## config.mk

```make
export PLATFORM = sky130hd
export DESIGN_NAME = ps2_kbd_ascii
export DESIGN_NICKNAME = d
export VERILOG_FILES = /design/src/rtl/ps2_kbd_ascii_pkg.sv /design/src/rtl/ps2_kbd_ascii_fifo.sv /design/src/rtl/ps2_scancode_rom.sv /design/src/rtl/ps2_kbd_ascii.sv
export SDC_FILE = /design/constraint.sdc
export NUM_CORES = 1
export LEC_CHECK = 0
export CAP_MARGIN = 20
export CORE_AREA = 2 2 155 157
export CTS_CLUSTER_SIZE = 16
export DETAILED_ROUTE_END_ITERATION = 10
export DIE_AREA = 0 0 157 159
export SYNTH_ARGS = -nofsm -noshare
export SYNTH_HDL_FRONTEND = slang
export SYNTH_HIERARCHICAL = 1
export SYNTH_SLANG_ARGS = --single-unit
```

## constraint.sdc

```tcl
create_clock -name clk50M -period 7.1 [get_ports clk50M]
set_input_delay 1.775 -clock clk50M [delete_from_list [all_inputs] [get_ports clk50M]]
set_output_delay 1.775 -clock clk50M [all_outputs]
set_load 0.01 [all_outputs]
```

## src/rtl/ps2_kbd_ascii_pkg.sv

```systemverilog
// rtl/ps2_kbd_ascii_pkg.sv - scancode set 2 and ASCII constants, frame FSM state type
package ps2_kbd_ascii_pkg;

    localparam int KBD_W = 8;

    localparam logic [7:0] SC_BREAK    = 8'hF0;
    localparam logic [7:0] SC_EXT      = 8'hE0;
    localparam logic [7:0] SC_SHIFT_L  = 8'h12;
    localparam logic [7:0] SC_SHIFT_R  = 8'h59;
    localparam logic [7:0] SC_CTRL     = 8'h14;
    localparam logic [7:0] SC_CAPS     = 8'h58;
    localparam logic [7:0] SC_KP_ENTER = 8'h5A;
    localparam logic [7:0] SC_KP_SLASH = 8'h4A;

    localparam logic [7:0] ASCII_CR    = 8'h0D;
    localparam logic [7:0] ASCII_BS    = 8'h08;
    localparam logic [7:0] ASCII_ESC   = 8'h1B;
    localparam logic [7:0] ASCII_TAB   = 8'h09;
    localparam logic [7:0] ASCII_SLASH = 8'h2F;

    typedef enum logic [1:0] {
        FR_IDLE,
        FR_DATA,
        FR_PARITY,
        FR_STOP
    } frame_state_t;

    function automatic logic is_lower(input logic [7:0] c);
        return (c >= 8'h61) && (c <= 8'h7A);
    endfunction

endpackage

```

## src/rtl/ps2_kbd_ascii_fifo.sv

```systemverilog
// rtl/ps2_kbd_ascii_fifo.sv - circular character queue with registered head output
module ps2_kbd_ascii_fifo
    import ps2_kbd_ascii_pkg::*;
#(
    parameter int DEPTH_LOG2 = 3
) (
    input  logic             clk,
    input  logic             rst,
    input  logic [KBD_W-1:0] in_tdata,
    input  logic             in_tvalid,
    output logic [KBD_W-1:0] out_tdata,
    output logic             out_tvalid,
    input  logic             out_tready,
    output logic             overflow
);

    localparam int DEPTH = 1 << DEPTH_LOG2;
    localparam int CW    = DEPTH_LOG2 + 1;
    localparam logic [CW-1:0] FULL = CW'(DEPTH);

    logic [KBD_W-1:0]      mem [DEPTH];
    logic [DEPTH_LOG2-1:0] wr_ptr, rd_ptr, rd_ptr_n;
    logic [CW-1:0]         count, count_n, kept;
    logic                  push_ok, pop_ok;

    // A pop frees a slot in the same cycle, so a full queue still accepts a push alongside it.
    always_comb begin
        pop_ok   = out_tready && (count != '0);
        push_ok  = in_tvalid && ((count != FULL) || pop_ok);
        rd_ptr_n = rd_ptr + DEPTH_LOG2'(pop_ok);
        kept     = count - CW'(pop_ok);
        count_n  = kept + CW'(push_ok);
    end

    always_ff @(posedge clk) begin
        if (push_ok) begin
            mem[wr_ptr] <= in_tdata;
        end
    end

    always_ff @(posedge clk) begin
        if (rst) begin
            wr_ptr    <= '0;
            rd_ptr    <= '0;
            count     <= '0;
            out_tdata <= '0;
            overflow  <= 1'b0;
        end else begin
            overflow <= in_tvalid && !push_ok;
            if (push_ok) begin
                wr_ptr <= wr_ptr + DEPTH_LOG2'(1);
            end
            rd_ptr <= rd_ptr_n;
            count  <= count_n;
            // The incoming char becomes head when nothing older remains after this cycle's pop.
            if (push_ok && (kept == '0)) begin
                out_tdata <= in_tdata;
            end else if (count_n != '0) begin
                out_tdata <= mem[rd_ptr_n];
            end
        end
    end

    assign out_tvalid = (count != '0);

endmodule

```

## src/rtl/ps2_scancode_rom.sv

```systemverilog
// rtl/ps2_scancode_rom.sv - scancode set 2 make code to {shifted, plain} ASCII; 0 means no char
module ps2_scancode_rom
    import ps2_kbd_ascii_pkg::*;
(
    input  logic [7:0]  code,
    output logic [15:0] chars
);

    always_comb begin
        chars = 16'h0000;
        case (code)
            8'h1C: chars = "Aa";  8'h32: chars = "Bb";  8'h21: chars = "Cc";  8'h23: chars = "Dd";
            8'h24: chars = "Ee";  8'h2B: chars = "Ff";  8'h34: chars = "Gg";  8'h33: chars = "Hh";
            8'h43: chars = "Ii";  8'h3B: chars = "Jj";  8'h42: chars = "Kk";  8'h4B: chars = "Ll";
            8'h3A: chars = "Mm";  8'h31: chars = "Nn";  8'h44: chars = "Oo";  8'h4D: chars = "Pp";
            8'h15: chars = "Qq";  8'h2D: chars = "Rr";  8'h1B: chars = "Ss";  8'h2C: chars = "Tt";
            8'h3C: chars = "Uu";  8'h2A: chars = "Vv";  8'h1D: chars = "Ww";  8'h22: chars = "Xx";
            8'h35: chars = "Yy";  8'h1A: chars = "Zz";
            8'h16: chars = "!1";  8'h1E: chars = "@2";  8'h26: chars = "#3";  8'h25: chars = "$4";
            8'h2E: chars = "%5";  8'h36: chars = "^6";  8'h3D: chars = "&7";  8'h3E: chars = "*8";
            8'h46: chars = "(9";  8'h45: chars = ")0";
            8'h29: chars = "  ";  8'h4E: chars = "_-";  8'h55: chars = "+=";  8'h41: chars = "<,";
            8'h49: chars = ">.";  8'h4A: chars = "?/";  8'h4C: chars = ":;";  8'h52: chars = "\"'";
            8'h54: chars = "{[";  8'h5B: chars = "}]";  8'h5D: chars = "|\\"; 8'h0E: chars = {8'h7E, 8'h60};
            8'h5A: chars = {ASCII_CR, ASCII_CR};
            8'h66: chars = {ASCII_BS, ASCII_BS};
            8'h76: chars = {ASCII_ESC, ASCII_ESC};
            8'h0D: chars = {ASCII_TAB, ASCII_TAB};
            default: chars = 16'h0000;
        endcase
    end

endmodule

```

## src/rtl/ps2_kbd_ascii.sv

```systemverilog
// rtl/ps2_kbd_ascii.sv - PS/2 keyboard deframer, scancode set 2 decoder and ASCII queue
module ps2_kbd_ascii
    import ps2_kbd_ascii_pkg::*;
#(
    parameter int CLK_FREQ        = 50000000,
    parameter int FILTER_LEN      = 8,
    parameter int TIMEOUT_US      = 2000,
    parameter int FIFO_DEPTH_LOG2 = 3
) (
    input  logic             clk50M,
    input  logic             rst,
    input  logic             ps2_clk,
    input  logic             ps2_data,
    output logic [KBD_W-1:0] kbd_data,
    output logic             kbd_int,
    input  logic             kbd_int_ack,
    output logic             frame_err,
    output logic             overflow
);

    localparam int TIMEOUT_CYC = CLK_FREQ / 1000000 * TIMEOUT_US;
    localparam int TW          = $clog2(TIMEOUT_CYC + 1);
    localparam int FW          = $clog2(FILTER_LEN + 1);

    logic [1:0]    clk_sync, data_sync;
    logic          clk_filt;
    logic [FW-1:0] filt_cnt;
    logic          strobe, strobe_bit;

    // Strobe and its data bit are registered together from the same synchronised sample.
    always_ff @(posedge clk50M) begin
        if (rst) begin
            clk_sync   <= 2'b11;
            data_sync  <= 2'b11;
            clk_filt   <= 1'b1;
            filt_cnt   <= '0;
            strobe     <= 1'b0;
            strobe_bit <= 1'b1;
        end else begin
            clk_sync   <= {clk_sync[0], ps2_clk};
            data_sync  <= {data_sync[0], ps2_data};
            strobe     <= 1'b0;
            strobe_bit <= data_sync[1];
            if (clk_sync[1] == clk_filt) begin
                filt_cnt <= '0;
            end else if (filt_cnt == FW'(FILTER_LEN - 1)) begin
                clk_filt <= clk_sync[1];
                filt_cnt <= '0;
                strobe   <= ~clk_sync[1];
            end else begin
                filt_cnt <= filt_cnt + FW'(1);
            end
        end
    end

    frame_state_t  state, state_n;
    logic [2:0]    bit_cnt, bit_cnt_n;
    logic [7:0]    shreg, shreg_n;
    logic          par, par_n;
    logic [TW-1:0] idle_cyc;
    logic          timeout, byte_ok, byte_bad;

    always_comb begin
        state_n   = state;
        bit_cnt_n = bit_cnt;
        shreg_n   = shreg;
        par_n     = par;
        byte_ok   = 1'b0;
        byte_bad  = 1'b0;
        timeout   = (state != FR_IDLE) && !strobe && (idle_cyc == TW'(TIMEOUT_CYC - 1));
        if (timeout) begin
            state_n  = FR_IDLE;
            byte_bad = 1'b1;
        end else if (strobe) begin
            case (state)
                FR_IDLE: begin
                    if (!strobe_bit) begin
                        state_n   = FR_DATA;
                        bit_cnt_n = '0;
                    end
                end
                FR_DATA: begin
                    shreg_n   = {strobe_bit, shreg[7:1]};
                    bit_cnt_n = bit_cnt + 3'd1;
                    if (bit_cnt == 3'd7) begin
                        state_n = FR_PARITY;
                    end
                end
                FR_PARITY: begin
                    par_n   = strobe_bit;
                    state_n = FR_STOP;
                end
                FR_STOP: begin
                    state_n = FR_IDLE;
                    if (strobe_bit && (^{shreg, par})) begin
                        byte_ok = 1'b1;
                    end else begin
                        byte_bad = 1'b1;
                    end
                end
                default: state_n = FR_IDLE;
            endcase
        end
    end

    always_ff @(posedge clk50M) begin
        if (rst) begin
            state     <= FR_IDLE;
            bit_cnt   <= '0;
            shreg     <= '0;
            par       <= 1'b0;
            idle_cyc  <= '0;
            frame_err <= 1'b0;
        end else begin
            state     <= state_n;
            bit_cnt   <= bit_cnt_n;
            shreg     <= shreg_n;
            par       <= par_n;
            frame_err <= byte_bad;
            if ((state == FR_IDLE) || strobe) begin
                idle_cyc <= '0;
            end else begin
                idle_cyc <= idle_cyc + TW'(1);
            end
        end
    end

    logic [15:0]      rom_chars;
    logic [7:0]       plain, shifted, upper;
    logic             letter, shift;
    logic             brk, ext, shift_l, shift_r, ctrl, caps;
    logic             chr_tvalid;
    logic [KBD_W-1:0] chr_tdata;

    ps2_scancode_rom u_rom (
        .code  (shreg),
        .chars (rom_chars)
    );

    always_comb begin
        plain   = rom_chars[7:0];
        shifted = rom_chars[15:8];
        letter  = is_lower(plain);
        shift   = shift_l | shift_r;
        upper   = plain & 8'hDF;
    end

    // shreg still holds the byte while byte_ok is high: STOP does not shift.
    always_ff @(posedge clk50M) begin
        if (rst) begin
            brk        <= 1'b0;
            ext        <= 1'b0;
            shift_l    <= 1'b0;
            shift_r    <= 1'b0;
            ctrl       <= 1'b0;
            caps       <= 1'b0;
            chr_tvalid <= 1'b0;
            chr_tdata  <= '0;
        end else begin
            chr_tvalid <= 1'b0;
            if (byte_ok) begin
                if (shreg == SC_BREAK) begin
                    brk <= 1'b1;
                end else if (shreg == SC_EXT) begin
                    ext <= 1'b1;
                end else begin
                    brk <= 1'b0;
                    ext <= 1'b0;
                    if (shreg == SC_CTRL) begin
                        ctrl <= !brk;
                    end else if (ext) begin
                        if (!brk && ((shreg == SC_KP_ENTER) || (shreg == SC_KP_SLASH))) begin
                            chr_tvalid <= 1'b1;
                            chr_tdata  <= (shreg == SC_KP_ENTER) ? ASCII_CR : ASCII_SLASH;
                        end
                    end else if (shreg == SC_SHIFT_L) begin
                        shift_l <= !brk;
                    end else if (shreg == SC_SHIFT_R) begin
                        shift_r <= !brk;
                    end else if (shreg == SC_CAPS) begin
                        if (!brk) begin
                            caps <= !caps;
                        end
                    end else if (!brk && (plain != 8'h00)) begin
                        chr_tvalid <= 1'b1;
                        if (letter && ctrl) begin
                            chr_tdata <= upper & 8'h1F;
                        end else if (letter) begin
                            chr_tdata <= (shift ^ caps) ? upper : plain;
                        end else begin
                            chr_tdata <= shift ? shifted : plain;
                        end
                    end
                end
            end
        end
    end

    ps2_kbd_ascii_fifo #(
        .DEPTH_LOG2 (FIFO_DEPTH_LOG2)
    ) u_fifo (
        .clk        (clk50M),
        .rst        (rst),
        .in_tdata   (chr_tdata),
        .in_tvalid  (chr_tvalid),
        .out_tdata  (kbd_data),
        .out_tvalid (kbd_int),
        .out_tready (kbd_int_ack),
        .overflow   (overflow)
    );

endmodule

```

==> flow_metrics.tcl <==
set metrics [dict create \
    yosysUniqueCellTypes 96 \
    n_fill_cell 2285 \
    worst_pin_slew_ns 0.928 \
    cap_viol_max_count 0 \
    rows 56 \
    grt_pass1_wl_um 29100 \
    synth_edf_count 64 \
    synth_simple_gate_area_share_pct 19.5 \
    pwr-share-comb_pct 21.4 \
    required_ns 7.38 \
    hold_viol 0 \
    skew_ns 0.00909 \
    cts_hold_buffers 0 \
    dr.pass1.iters 5 \
    synthArstFlopShare_pct 0 \
    grt_overflow_total 0 \
    cp-startpoint "shreg[1]" \
    dp_hpwl_um 11800 \
    synthAdderAreaFrac_pct 3.61 \
    start_util_pct 34.4 \
    seqPwrFrac_pct 40.3 \
    clk_latency_ns 0.43 \
    first_iter_violations 461 \
    reg2reg_depth 13 \
    ant_nets 0 \
    synthCells 786 \
    grt_pass1_vias 5536 \
    hp-start "data_sync[1]" \
    synth_top_family_by_area "simple AND/OR/NAND/NOR gates" \
    fmax_mhz 230 \
    htreeDepth 4 \
    p_per_area_mw_per_mm2 253 \
    synth_area_sq_mm 0.00798 \
    post-route-drc-count 0 \
    cts_buffers 17 \
    syn_to_final_growth_pct 10.4 \
    synth_commonest_cells "dfxtp_1, nor2_1, edfxtp_1" \
    arrival_ns 4.62 \
    drive_above_1_share_pct 14.0 \
    cts.sinks 141 \
    die_y_um 159 \
    period_share_pct 61.2 \
    p_leak_nw 2.94 \
    multiInputGateArea_sq_mm 0.00406 \
    switching_share_pct 29.0 \
    synth-seq-cells 141 \
    yosysWarnings 6 \
    synth_top_cell_area_share_pct 24.1 \
    synth.most_common_cell "dfxtp_1" \
    r2r_slack_ns 2.76 \
    fin_tns_setup_ns 0 \
    finalMaxSlewViolations 0 \
    r2r-start "shreg[1]" \
    tritoncts "yes" \
    clkTransAtPathRegs_ns 0.06 \
    final_nets 807 \
    vias_per_cell 5.32 \
    crit_type "flop to flop" \
    relSlewSlack_pct 38.1 \
    synth_top_flop_cell "dfxtp_1" \
    cts_setup_buffers 0 \
    worstPathMaxFanout 28 \
    synth_area_leaders "edfxtp_1, dfxtp_1, mux4_2" \
    sequential_cell_area_sq_mm 0.00347 \
    ios 16 \
    power_w 0.00223 \
    synth_compound_gate_area_share_pct 15.2 \
    avgSynthCellArea_sq_um 10.2 \
    portBuffers 15 \
    whs_path_depth 1 \
    vias 5905 \
    period_needed_ns 4.34 \
    p_switching_w 0.000647 \
    worstSetupStartpointType "flop" \
    synth_top_area_cell "edfxtp_1" \
    r2r_end "chr_tdata[1]" \
    coreArea_sq_mm 0.0232 \
    root_buffer "clkbuf_16" \
    crit_path_end_kind "flop" \
    clk_path_buf_depth 2 \
    grt.total_usage_pct 14.4 \
    muxShareOfSynthArea_pct 8.26 \
    place.gp.congestion 0.913 \
    num_antenna_cells 0 \
    antenna_found_initial 0 \
    clkPwrFrac_pct 38.3 \
    rsz0062_at_grt "false" \
    hp-class "flop to flop" \
    dieWidth_um 157 \
    finalWirelength_um 17500 \
    outcome "finished, final reports clean" \
    synth_xor_area_share_pct 4.17 \
    seq_area_frac_synth_pct 43.4 \
    dieArea_sq_mm 0.0250 \
    post_cts_resized 0 \
    hold_end "strobe_bit" \
    finalSetupViolCount 0 \
    intPower_w 0.00158 \
    grt_max_degree 63 \
    post_drt_wl_per_cell_um 15.8 \
    vdd_drop_max_mv 0.148 \
]
==> state kept, by name, summed over array words and instances (netlist names), 2 cells and up <==
signal,flops
clk_sync,2
u_fifo/wr_ptr,3
state,2
u_fifo/out_tdata,8
bit_cnt,3
shreg,8
u_fifo/count,4
u_fifo/mem,64
chr_tdata,8
data_sync,2
idle_cyc,17
u_fifo/rd_ptr,3
filt_cnt,4
==> cell type report <==
| cell class | count | area share [%] |
|---|---|---|
| inverter | 25 | 1.06 |
| multi-input combinational | 570 | 46.1 |
| clock buffer | 17 | 4.83 |
| clock inverter | 15 | 1.70 |
| timing repair buffer | 24 | 2.41 |
| tap | 319 | 4.53 |
| sequential | 141 | 39.3 |
==> routing by layer <==
metal / vias up / share of wire (%) / GRT usage [%]
met1: 2807 / 47 / 19.9
met4: 0 / 2.4 / 5.75
met2: 172 / 45 / 21.9
li1: 2887 / - / -
met5: - / 0 / 0
met3: 39 / 5.4 / 3.18
==> stage by stage <==
| stage | instances | worst slack (ns) | hold WS, ns | instance area (sq um) | util (%) |
|---|---|---|---|---|---|
| 2_1_floorplan | 787 | 3.20 | 0.389 | 7990 | - |
| 3_3_place_gp | 1079 | 2.51 | 0.395 | 8240 | 35.5 |
| 3_5_place_dp | 1079 | 2.44 | 0.392 | 8240 | 35.5 |
| 4_1_cts | 1111 | 2.83 | 0.407 | 8810 | 38.0 |
| 5_1_grt | 1111 | 2.49 | 0.422 | 8810 | 38.0 |
| 6_report | 1111 | 2.76 | 0.408 | 8810 | 38.0 |
==> cell usage in the layout (no fill, tap or decap), drive strengths merged, types with 20 or more instances in the layout <==
cell type,Yosys,layout
edfxtp,64,64
ha,23,23
a21oi,47,47
mux2i,25,25
nand2,58,58
inv,25,32
nand2b,23,23
o21ai,32,32
nand3,28,28
or2,20,20
nor3,25,25
nor2,70,70
dfxtp,77,77
==> cells by family after synthesis <==
logic type | Yosys count
buffers and inverters | 76
AND/OR/NAND/NOR | 292
flip-flops | 141
other | 1
XOR/XNOR | 33
multiplexers | 45
adder cells (fa/ha/maj) | 23
AO/OA/AOI/OAI | 175
==> worst max-delay path: stages, from the launching register on <==
cell      delay [ns]
dfxtp_1         0.31
buf_4           0.30
inv_1           0.26
ha_1            0.65
nand2_1         0.19
a21boi_0        0.31
o221ai_1        0.18
a211oi_1        0.40
or4_1           0.21
nor2_1          0.07
o22ai_1         0.62
mux2_2          0.42
o211ai_1        0.18
o21ai_0         0.10
==> power by group through the flow <==
| stage | clock [W] | combinational, W | sequential (W) |
|---|---|---|---|
| floorplan | 0 | 0.000378 | 0.000920 |
| global placement | 0 | 0.000471 | 0.000917 |
| detailed placement | 0 | 0.000478 | 0.000917 |
| CTS | 0.000875 | 0.000480 | 0.000900 |
| global route | 0.000915 | 0.000531 | 0.000902 |
| finish | 0.000855 | 0.000477 | 0.000899 |
==> how the worst max path moves through the flow <==
| stage | cells after the start | slack [ns] | endpoint |
|---|---|---|---|
| floorplan | 9 | 3.20 | u_fifo/out_tdata[0] |
| global placement | 9 | 2.51 | u_fifo/out_tdata[6] |
| detailed placement | 9 | 2.44 | u_fifo/out_tdata[6] |
| CTS | 13 | 2.83 | chr_tdata[1] |
| global route | 13 | 2.49 | chr_tdata[1] |
| finish | 13 | 2.76 | chr_tdata[1] |
Power figures use the tool's default switching activity.
